==> src/rtl/cook_sequencer.sv <==
// Microwave cook sequencer: BCD keypad time entry, 1 Hz countdown while cooking,
// door/stop pause handling and a three-second completion beep.
module cook_sequencer (
   input  logic       clk,
   input  logic       rst,
   input  logic [3:0] digit,
   input  logic       digit_valid,
   input  logic       start,
   input  logic       stop,
   input  logic       clear,
   input  logic       door_closed,
   input  logic       tick_1hz,
   output logic [3:0] minutes,
   output logic [3:0] secs_tens,
   output logic [3:0] secs_ones,
   output logic       mag_on,
   output logic       beep,
   output logic [2:0] state,
   output logic       entry_err
);

   typedef enum logic [2:0] {
      IDLE  = 3'd0,
      ENTRY = 3'd1,
      COOK  = 3'd2,
      PAUSE = 3'd3,
      DONE  = 3'd4
   } state_t;

   state_t     cur, nxt;
   logic [3:0] nxt_m, nxt_t, nxt_o;
   logic [3:0] dec_m, dec_t, dec_o;
   logic [1:0] beep_cnt, nxt_cnt;
   logic       nxt_err, nxt_mag, nxt_beep;
   logic       dig_ok, time_zero, start_ok, dec_zero;

   assign state     = cur;
   assign dig_ok    = digit_valid && (digit <= 4'd9);
   assign time_zero = (minutes == 4'd0) && (secs_tens == 4'd0) && (secs_ones == 4'd0);
   assign start_ok  = door_closed && !time_zero && (secs_tens <= 4'd5);
   assign dec_zero  = (dec_m == 4'd0) && (dec_t == 4'd0) && (dec_o == 4'd0);

   // One-second BCD decrement with borrow through tens into minutes
   always_comb begin
      dec_m = minutes;
      dec_t = secs_tens;
      dec_o = secs_ones - 4'd1;
      if (secs_ones == 4'd0) begin
         dec_o = 4'd9;
         if (secs_tens != 4'd0) begin
            dec_t = secs_tens - 4'd1;
         end else begin
            dec_t = 4'd5;
            dec_m = minutes - 4'd1;
         end
      end
   end

   always_ff @(posedge clk or posedge rst) begin
      if (rst) begin
         cur       <= IDLE;
         minutes   <= 4'd0;
         secs_tens <= 4'd0;
         secs_ones <= 4'd0;
         beep_cnt  <= 2'd0;
         mag_on    <= 1'b0;
         beep      <= 1'b0;
         entry_err <= 1'b0;
      end else begin
         cur       <= nxt;
         minutes   <= nxt_m;
         secs_tens <= nxt_t;
         secs_ones <= nxt_o;
         beep_cnt  <= nxt_cnt;
         mag_on    <= nxt_mag;
         beep      <= nxt_beep;
         entry_err <= nxt_err;
      end
   end

   always_comb begin
      nxt     = cur;
      nxt_m   = minutes;
      nxt_t   = secs_tens;
      nxt_o   = secs_ones;
      nxt_cnt = beep_cnt;
      nxt_err = 1'b0;
      case (cur)
         IDLE, ENTRY: begin
            if (cur == ENTRY && start) begin
               if (start_ok) nxt = COOK;
               else          nxt_err = 1'b1;
            end else if (dig_ok) begin
               nxt   = ENTRY;
               nxt_m = secs_tens;
               nxt_t = secs_ones;
               nxt_o = digit;
            end
         end
         COOK: begin
            // Pausing wins over a coincident tick so no second is lost
            if (!door_closed || stop) begin
               nxt = PAUSE;
            end else if (tick_1hz) begin
               nxt_m = dec_m;
               nxt_t = dec_t;
               nxt_o = dec_o;
               if (dec_zero) begin
                  nxt     = DONE;
                  nxt_cnt = 2'd0;
               end
            end
         end
         PAUSE: begin
            if (stop) begin
               nxt   = IDLE;
               nxt_m = 4'd0;
               nxt_t = 4'd0;
               nxt_o = 4'd0;
            end else if (start && door_closed) begin
               nxt = COOK;
            end
         end
         DONE: begin
            if (tick_1hz) begin
               if (beep_cnt == 2'd2) begin
                  nxt     = IDLE;
                  nxt_cnt = 2'd0;
               end else begin
                  nxt_cnt = beep_cnt + 2'd1;
               end
            end else if (dig_ok) begin
               nxt     = ENTRY;
               nxt_m   = 4'd0;
               nxt_t   = 4'd0;
               nxt_o   = digit;
               nxt_cnt = 2'd0;
            end
         end
         default: nxt = IDLE;
      endcase
      if (clear) begin
         nxt     = IDLE;
         nxt_m   = 4'd0;
         nxt_t   = 4'd0;
         nxt_o   = 4'd0;
         nxt_cnt = 2'd0;
         nxt_err = 1'b0;
      end
   end

   always_comb begin
      nxt_mag  = (nxt == COOK);
      nxt_beep = (nxt == DONE);
   end

endmodule

==> config.mk <==
export PLATFORM = sky130hd
export DESIGN_NAME = cook_sequencer
export DESIGN_NICKNAME = d
export VERILOG_FILES = /design/src/rtl/cook_sequencer.sv
export SDC_FILE = /design/constraint.sdc
export NUM_CORES = 1
export LEC_CHECK = 0
export BUFFER_PORTS_ARGS = -buffer_cell sky130_fd_sc_hd__buf_2
export CELL_PAD_IN_SITES_DETAIL_PLACEMENT = 1
export CELL_PAD_IN_SITES_GLOBAL_PLACEMENT = 1
export CORE_UTILIZATION = 35
export CTS_CLUSTER_SIZE = 40
export DETAILED_ROUTE_END_ITERATION = 12
export PLACE_DENSITY = 0.76
export RECOVER_POWER = 50
export SYNTH_ARGS = -nofsm -noshare
export SYNTH_HDL_FRONTEND = slang
export SYNTH_SLANG_ARGS = --single-unit
export TNS_END_PERCENT = 1
==> constraint.sdc <==
create_clock -name clk -period 5.9 [get_ports clk]
set_input_delay 1.18 -clock clk [delete_from_list [all_inputs] [get_ports clk]]
set_output_delay 1.18 -clock clk [all_outputs]
set_load 0.05 [all_outputs]
# After elaboration in Yosys (flattened, before gate mapping)
# Index checks and enable logic that the tools add are counted.
classes:
  n_addsub: 4
  order_cmp: 2
  eq_ne: 16
  n_mux: 51
  n_reduce_logical: 26
ops:
  columns: ["cell", "n"]
  rows:
  - ["4-bit 2-to-1 mux", 24]
  - ["4-bit case mux with 4 select lines", 3]
  - ["3-bit 2-to-1 mux", 11]
  - ["4-bit logical NOT", 6]
  - ["3-bit != test, second input constant", 8]
  - ["2-bit 2-to-1 mux", 7]
  - ["3-bit case mux with 4 select lines", 1]
  - ["4-bit by 1-bit subtractor with 4-bit output, second input constant", 3]
  - ["3-bit by 2-bit equality test with 1-bit output, second input constant", 3]
  - ["1-bit logical AND", 9]
  - ["8-bit AND reduction", 1]
  - ["3-bit equality test, second input constant", 2]
  - ["6-bit AND reduction", 1]
  - ["5-bit AND reduction", 1]
  - ["5-bit nonzero test", 1]
  - ["4-bit by 3-bit less-or-equal comparator with 1-bit output, second input constant", 1]
  - ["4-bit less-or-equal comparator, second input constant", 1]
  - ["1-bit 2-to-1 mux", 4]
  - ["4-bit != test, second input constant", 1]
  - ["2-bit case mux with 2 select lines", 1]
  - ["4-bit nonzero test", 1]
  - ["3-bit by 1-bit equality test with 1-bit output, second input constant", 1]
  - ["3-bit logical NOT", 1]
  - ["3-bit nonzero test", 1]
  - ["other kinds (5)", 6]
word_totals:
  ff_bits: 20
  inputBits: 12
  word_cells: 107

# Longest topological paths before layout
# Gate-level depths: netlist of run 1.
depth:
  word_depth: 12
  depth_mapped: 7

# Worst setup path after synthesis of run 1
# No wires, ideal clock.
synth_timing:
  kind: "in2reg"
  start: "input stop"
  end: "register secs_ones[2]"
  setup_time_ns: 0.125
  t_arrival_ns: 2.418
  required_time_ns: 5.775
  slack_ns: 3.357
  path_stages: 4
  path_buffers: 0
  path_cell_list: "or4b_4 -> o2111a_1 -> nor3_4 -> mux2_2"
synth_via:
  elab_chain_len: 3
  elab_cells_between_ends: 4
  classes_between: "2 x eq/ne; 2 x reduce/logical"
synth_lines:
  columns: ["element", "line_no", "source"]
  rows:
  - ["start, declared", "9", "input logic stop,"]
  - ["1-bit logical OR", "102", "if (!door_closed || stop) begin"]
  - ["3-bit != test (no source line)", null, null]
  - ["6-bit AND reduction (no source line) *", null, null]
  - ["end signal, assigned", "73", "secs_ones <= nxt_o;"]
  - ["end, declared", "15", "output logic [3:0] secs_ones,"]
# Every way passes the cells marked *; elsewhere a longest branch is shown, timed or not.
# A chain may end at the register's enable or synchronous reset.

# Worst setup path in the final report of run 1
layout_timing:
  start: "input digit[2]"
  end: "register secs_tens[1]"
layout_via:
  elab_chain_len: 4
  elab_cells_between_ends: 5
  classes_between: "1 x order compare; 2 x eq/ne; 2 x reduce/logical"
layout_lines:
  columns: ["element", "line_no", "source"]
  rows:
  - ["start, declared", "6", "input logic [3:0] digit,"]
  - ["4-bit less-or-equal comparator *", "38", "assign dig_ok = digit_valid && (digit <= 4'd9);"]
  - ["1-bit logical AND *", "38", null]
  - ["3-bit != test (no source line)", null, null]
  - ["8-bit AND reduction (no source line) *", null, null]
  - ["end signal, assigned", "72", "secs_tens <= nxt_t;"]
  - ["end, declared", "14", "output logic [3:0] secs_tens,"]
# Marked as above.

==> out/metrics.yaml, run 1 <==
status:
  status: "finished with violations"
  violations: "DRC"
clock_tree:
  cts_buffers: 3
  path_clk_slew_ns: 0.09
  ctsResizeCount: 0
  postCtsHoldBufs: 0
  cts_max_level: 1
  root_buffer: "clkbuf_8"
  post_cts_buffers: 0
  cts.sinks: 20
  cts_tree: "yes"
  clk_latency_ns: 0.27
  clockBufferDepth: 2
logic_synthesis:
  yosys.area_share.simple_pct: 28.8
  yosys.area.top_type: "dfrtp_1"
  synth_compound_gate_area_share_pct: 30.7
  synth_edf_count: 0
  synth_fa_ha_area_share_pct: 1.49
  syn_nets: 205
  yosysSeqAreaShare_pct: 29.7
  yosysUniqueCellTypes: 63
  synthFlopType: "dfrtp_1"
  synth.top_cell.area_share_pct: 29.7
  synth_mux_area_share_pct: 2.60
  synth-xor-area-share_pct: 0
  synth.avg_cell_area_um2: 8.81
  synth_top_family_by_area: "compound AO/OA/AOI/OAI gates"
  synthesis.area_um2: 1680
  async_reset_ff_share_pct: 100
  ys_ff_latch: 20
  ys_warn_count: 0
  syn_inst: 191
  synth.area.top_cells: "dfrtp_1 30%, nand4_1 3.7%, o31ai_1 3.1%, nand2_1 2.9%, nor3_1 2.4%"
critical_path:
  end_kind: "flop"
  timing.rr.end: "state[0]"
  required_ns: 6.05
  cp_max_fo: 6
  start_kind: "primary input"
  crit_arrival_ns: 2.91
  r2r_cells: 4
  r2r_setup_slack_ns: 3.40
  reg2reg_from: "secs_tens[1]"
  crit_type: "primary input to flop"
global_route:
  grt_usage_pct: 22.8
  grt_pass1_vias: 1734
  grt_pass1_wl_um: 9040
  grt_overflow: 0
  antenna_found_initial: 0
  grt_max_degree: 24
place:
  place_inst: 257
  place.gp.congestion: 0.912
  io_buffers: 29
  dp_hpwl_um: 3890
timing:
  drv_slew: 0
  setup_viol: 0
  fin_crit_ns: 2.76
  grt_setup_unrepaired: "no"
  fin_crit_sh_pct: 46.9
  clock_skew_ns: 0.00901
  finalHoldViolCount: 0
  fin_hold_ws_ns: 0.484
  fin_setup_tns_ns: 0
  worst_slew_pin_slew_ns: 1.04
  slew_headroom_pct: 30.2
  fmax_mhz: 362
power:
  internal-power_mw: 0.281
  pwr_density_cell_nw_per_um2: 282
  pwr-share-comb_pct: 41.8
  peakVddDrop_uv: 114
  seqPwrFrac_pct: 36.7
  p_sw_share_pct: 46.2
  p_sw_mw: 0.241
  clkPwrFrac_pct: 21.5
  leakagePower_nw: 0.774
route:
  drt-vias-per-instance: 6.61
  ant_nets: 0
  vias: 1725
  wl_per_cell_um: 20.9
  first_iter_violations: 126
  drc_errors: 1
  routed_wl_um: 5440
  first_pass_iters: 8
floorplan:
  start_util_pct: 37.6
  num_rows: 24
  die_h_um: 71.3
  fp.dieW_um: 71.3
  core_area_um2: 4470
  ios: 30
  die_area_um2: 5090
hold_path:
  hold_path_depth: 1
  worst_hold_path.endpoint: "beep_cnt[0]"
  hold_path_class: "flop to flop"
  hp-start: "beep_cnt[0]"
finish:
  insertedDiodeCount: 0
  nets: 224
  final_cells: 261
  syn_to_final_growth_pct: 10.0
  drive_gt1_share_pct: 17.2
  final_util_pct: 41.4
flow_run:
  maxCapViolCount: 0
[flip-flops by register name, indices dropped and copies added (netlist names)]
| register | count |
|---|---|
| beep | 1 |
| beep_cnt | 2 |
| entry_err | 1 |
| mag_on | 1 |
| minutes | 4 |
| secs_ones | 4 |
| secs_tens | 4 |
| state | 3 |
[power groups by stage]
stage	registers, mW	clock network [mW]	logic (mW)
floorplan	0.212	0	0.140
global placement	0.194	0	0.216
detailed placement	0.194	0	0.217
CTS	0.191	0.112	0.219
global route	0.196	0.116	0.235
finish	0.191	0.112	0.218
[routing by layer]
layer	vias up	share of wire, %	GRT usage [%]
li1	806	-	-
met1	860	46	32.6
met2	55	48	36.4
met3	4	4.8	3.23
met4	0	0.68	5.33
met5	-	0	0
[worst max path at each step]
stage	slack, ns	start	endpoint	cells after the start
floorplan	3.36	stop	secs_ones[2]	4
global placement	2.95	digit[2]	secs_tens[1]	5
detailed placement	2.94	digit[2]	secs_tens[1]	5
CTS	3.21	digit[2]	secs_tens[1]	5
global route	3.01	digit[2]	secs_tens[1]	5
finish	3.14	digit[2]	secs_tens[1]	5
[synthesized netlist by cell type, types with 3 or more instances]
cell type   n
o31ai_1     7
a211oi_1    4
dfrtp_1    20
nor4_1      4
buf_4       3
clkbuf_1    6
o32ai_1     3
o211a_1     3
a21oi_1     7
nor3b_1     5
nand3_1     4
nor2_1      4
mux2_2      3
o21ai_0     7
inv_1       8
or3_1       3
a31oi_1     4
o21a_1      3
nand4_1    10
nand2_1    13
buf_2       4
a32o_1      3
nor3_1      8
[layout by cell type (no fill, tap or decap), drive strengths merged, types with 3 or more instances in the layout]
master	count
o211a	3
dfrtp	20
nor3	10
nor3b	5
a211oi	4
or3	3
o31ai	7
o21ai	8
nand2	13
inv	8
o32ai	3
a21oi	7
nor4	5
a31oi	4
mux2	3
nand4	10
nor2	4
buf	21
nand3	4
clkbuf	12
o21a	3
a32o	3
[worst max-delay path, stage by stage]
cell and delay, ns:
buf_2 0.10, o21ai_0 0.65, a211oi_1 0.27, nor3_4 0.32, mux2_2 0.38
[cell type report]
type                       instances  area (um^2)
timing repair buffer              29          135
fill                             545         2620
tap                               52         65.1
sequential                        20          500
multi-input combinational        148         1070
inverter                           8         30.0
clock buffer                       4         55.1
[metrics by stage]
step                      total power [mW]  worst slack [ns]  cell area, um^2
after floorplan                      0.352              3.36             1680
after global placement               0.409              2.95             1810
after detailed placement             0.410              2.94             1810
after CTS                            0.522              3.21             1870
after global routing                 0.547              3.01             1850
final                                0.522              3.14             1850
[cells by family after synthesis]
logic type | Yosys count
AO/OA/AOI/OAI | 69
adder cells (fa/ha/maj) | 2
buffers and inverters | 23
flip-flops | 20
multiplexers | 4
AND/OR/NAND/NOR | 73
Power figures use the tool's default switching activity.
==> inputs of run 2 (changes only) <==
- PLACE_DENSITY: 0.76 -> 0.79
- clock period: 5.9 -> 2.4 ns (I/O delays scaled with it)
==> out/metrics.yaml, run 2 (synthesis results as in run 1) <==
critical_path:
  required_ns: 2.55
  cp-startpoint: "state[1]"
  end_kind: "flop"
  crit_type: "flop to flop"
  reg2reg_from: "state[1]"
  start_kind: "flop"
  cp_max_fo: 19
  crit_arrival_ns: 2.27
clock_tree:
  path_clk_slew_ns: 0.08
  clk_latency_ns: 0.26
  cts_max_level: 1
  postCtsHoldBufs: 0
  post_cts_buffers: 0
  root_buffer: "clkbuf_8"
  clockBufferDepth: 2
  ctsResizeCount: 0
  cts_buffers: 3
  cts.sinks: 20
  cts_tree: "yes"
timing:
  grt_setup_unrepaired: "no"
  fin_crit_ns: 2.12
  clock_skew_ns: 0.00104
  fin_setup_tns_ns: 0
  slew_headroom_pct: 44.8
  finalHoldViolCount: 0
  drv_slew: 0
  worst_slew_pin_slew_ns: 0.827
  fmax_mhz: 471
  setup_viol: 0
  fin_crit_sh_pct: 88.4
floorplan:
  num_rows: 24
  fp.dieW_um: 71.3
  core_area_um2: 4470
  start_util_pct: 37.6
  die_area_um2: 5090
  ios: 30
  die_h_um: 71.3
status:
  violations: "DRC"
  status: "finished with violations"
route:
  drc_errors: 3
  vias: 1850
  first_iter_violations: 229
  first_pass_iters: 9
  drt-vias-per-instance: 6.73
  wl_per_cell_um: 21.4
  ant_nets: 0
  routed_wl_um: 5870
global_route:
  grt_usage_pct: 24.8
  grt_pass1_vias: 1805
  grt_max_degree: 23
  grt_pass1_wl_um: 9800
  antenna_found_initial: 0
  grt_overflow: 0
power:
  p_sw_mw: 0.610
  seqPwrFrac_pct: 33.1
  p_sw_share_pct: 45.8
  peakVddDrop_uv: 301
  leakagePower_nw: 0.842
  internal-power_mw: 0.723
  pwr_density_cell_nw_per_um2: 680
  clkPwrFrac_pct: 20.6
  pwr-share-comb_pct: 46.3
finish:
  top_regs: "minutes (4), secs_ones (4), secs_tens (4)"
  drive_gt1_share_pct: 22.4
  final_util_pct: 43.8
  multi_input_comb_area_um2: 1070
  register_area_um2: 500
  insertedDiodeCount: 0
  final_cell_mix: "20 x dfrtp_1, 20 x buf_2, 14 x buf_4"
  syn_to_final_growth_pct: 16.5
  nets: 238
  nFillCells: 548
place:
  io_buffers: 29
  place.gp.congestion: 0.871
  dp_hpwl_um: 4360
flow_run:
  maxCapViolCount: 0
hold_path:
  hold_path_class: "primary input to asynchronous set/reset pin"
[run 2: final timing paths]
check	endpoint	slack [ns]	depth (start not counted)
worst min register to register	beep_cnt[0]	0.48	1
max in group asynchronous	secs_tens[1]	1.52	2
min in group clk	secs_ones[0]	0.47	3
worst max register to register	secs_tens[1]	0.28	4
worst min-delay path	beep_cnt[1]	0.37	2
worst max-delay path	secs_tens[1]	0.28	4
[run 2: power groups by stage]
stage	Clock (mW)	Combinational, mW	Sequential [mW]
final	0.274	0.617	0.442
after global routing	0.287	0.660	0.450
after CTS	0.271	0.613	0.438
after detailed placement	0	0.609	0.445
after global placement	0	0.600	0.444
after floorplan	0	0.343	0.522
[run 2: layout make-up]
type                    instances  share of cell area [%]
multi-input cells             148                    54.6
flip-flops and latches         20                    25.5
repair buffers                 43                    12.2
well taps                      52                    3.32
clock buffers                   4                    2.81
inverters                       8                    1.53
[run 2: stage by stage]
stage	cells	setup WS, ns	power, mW	hold WS [ns]	cell area (um^2)
3_5_place_dp	271	0.280	1.05	0.475	1920
5_1_grt	275	0.159	1.40	0.441	1960
4_1_cts	275	0.306	1.32	0.401	1970
2_1_floorplan	191	0.232	0.865	0.444	1680
3_3_place_gp	271	0.336	1.04	0.458	1920
6_report	275	0.278	1.33	0.366	1960
[run 2: worst max-delay path, stage by stage, from the launching register on]
cell and delay, ns:
dfrtp_1 0.68, and3b_1 0.29, o21a_1 0.30, nor3_4 0.36, mux2_2 0.39
[run 2: routing by layer]
layer  track usage, %  routed length (um)
met5                0                   0
met4             5.56                  50
met2             38.8                2690
met3             3.09                 407
met1             36.5                2720
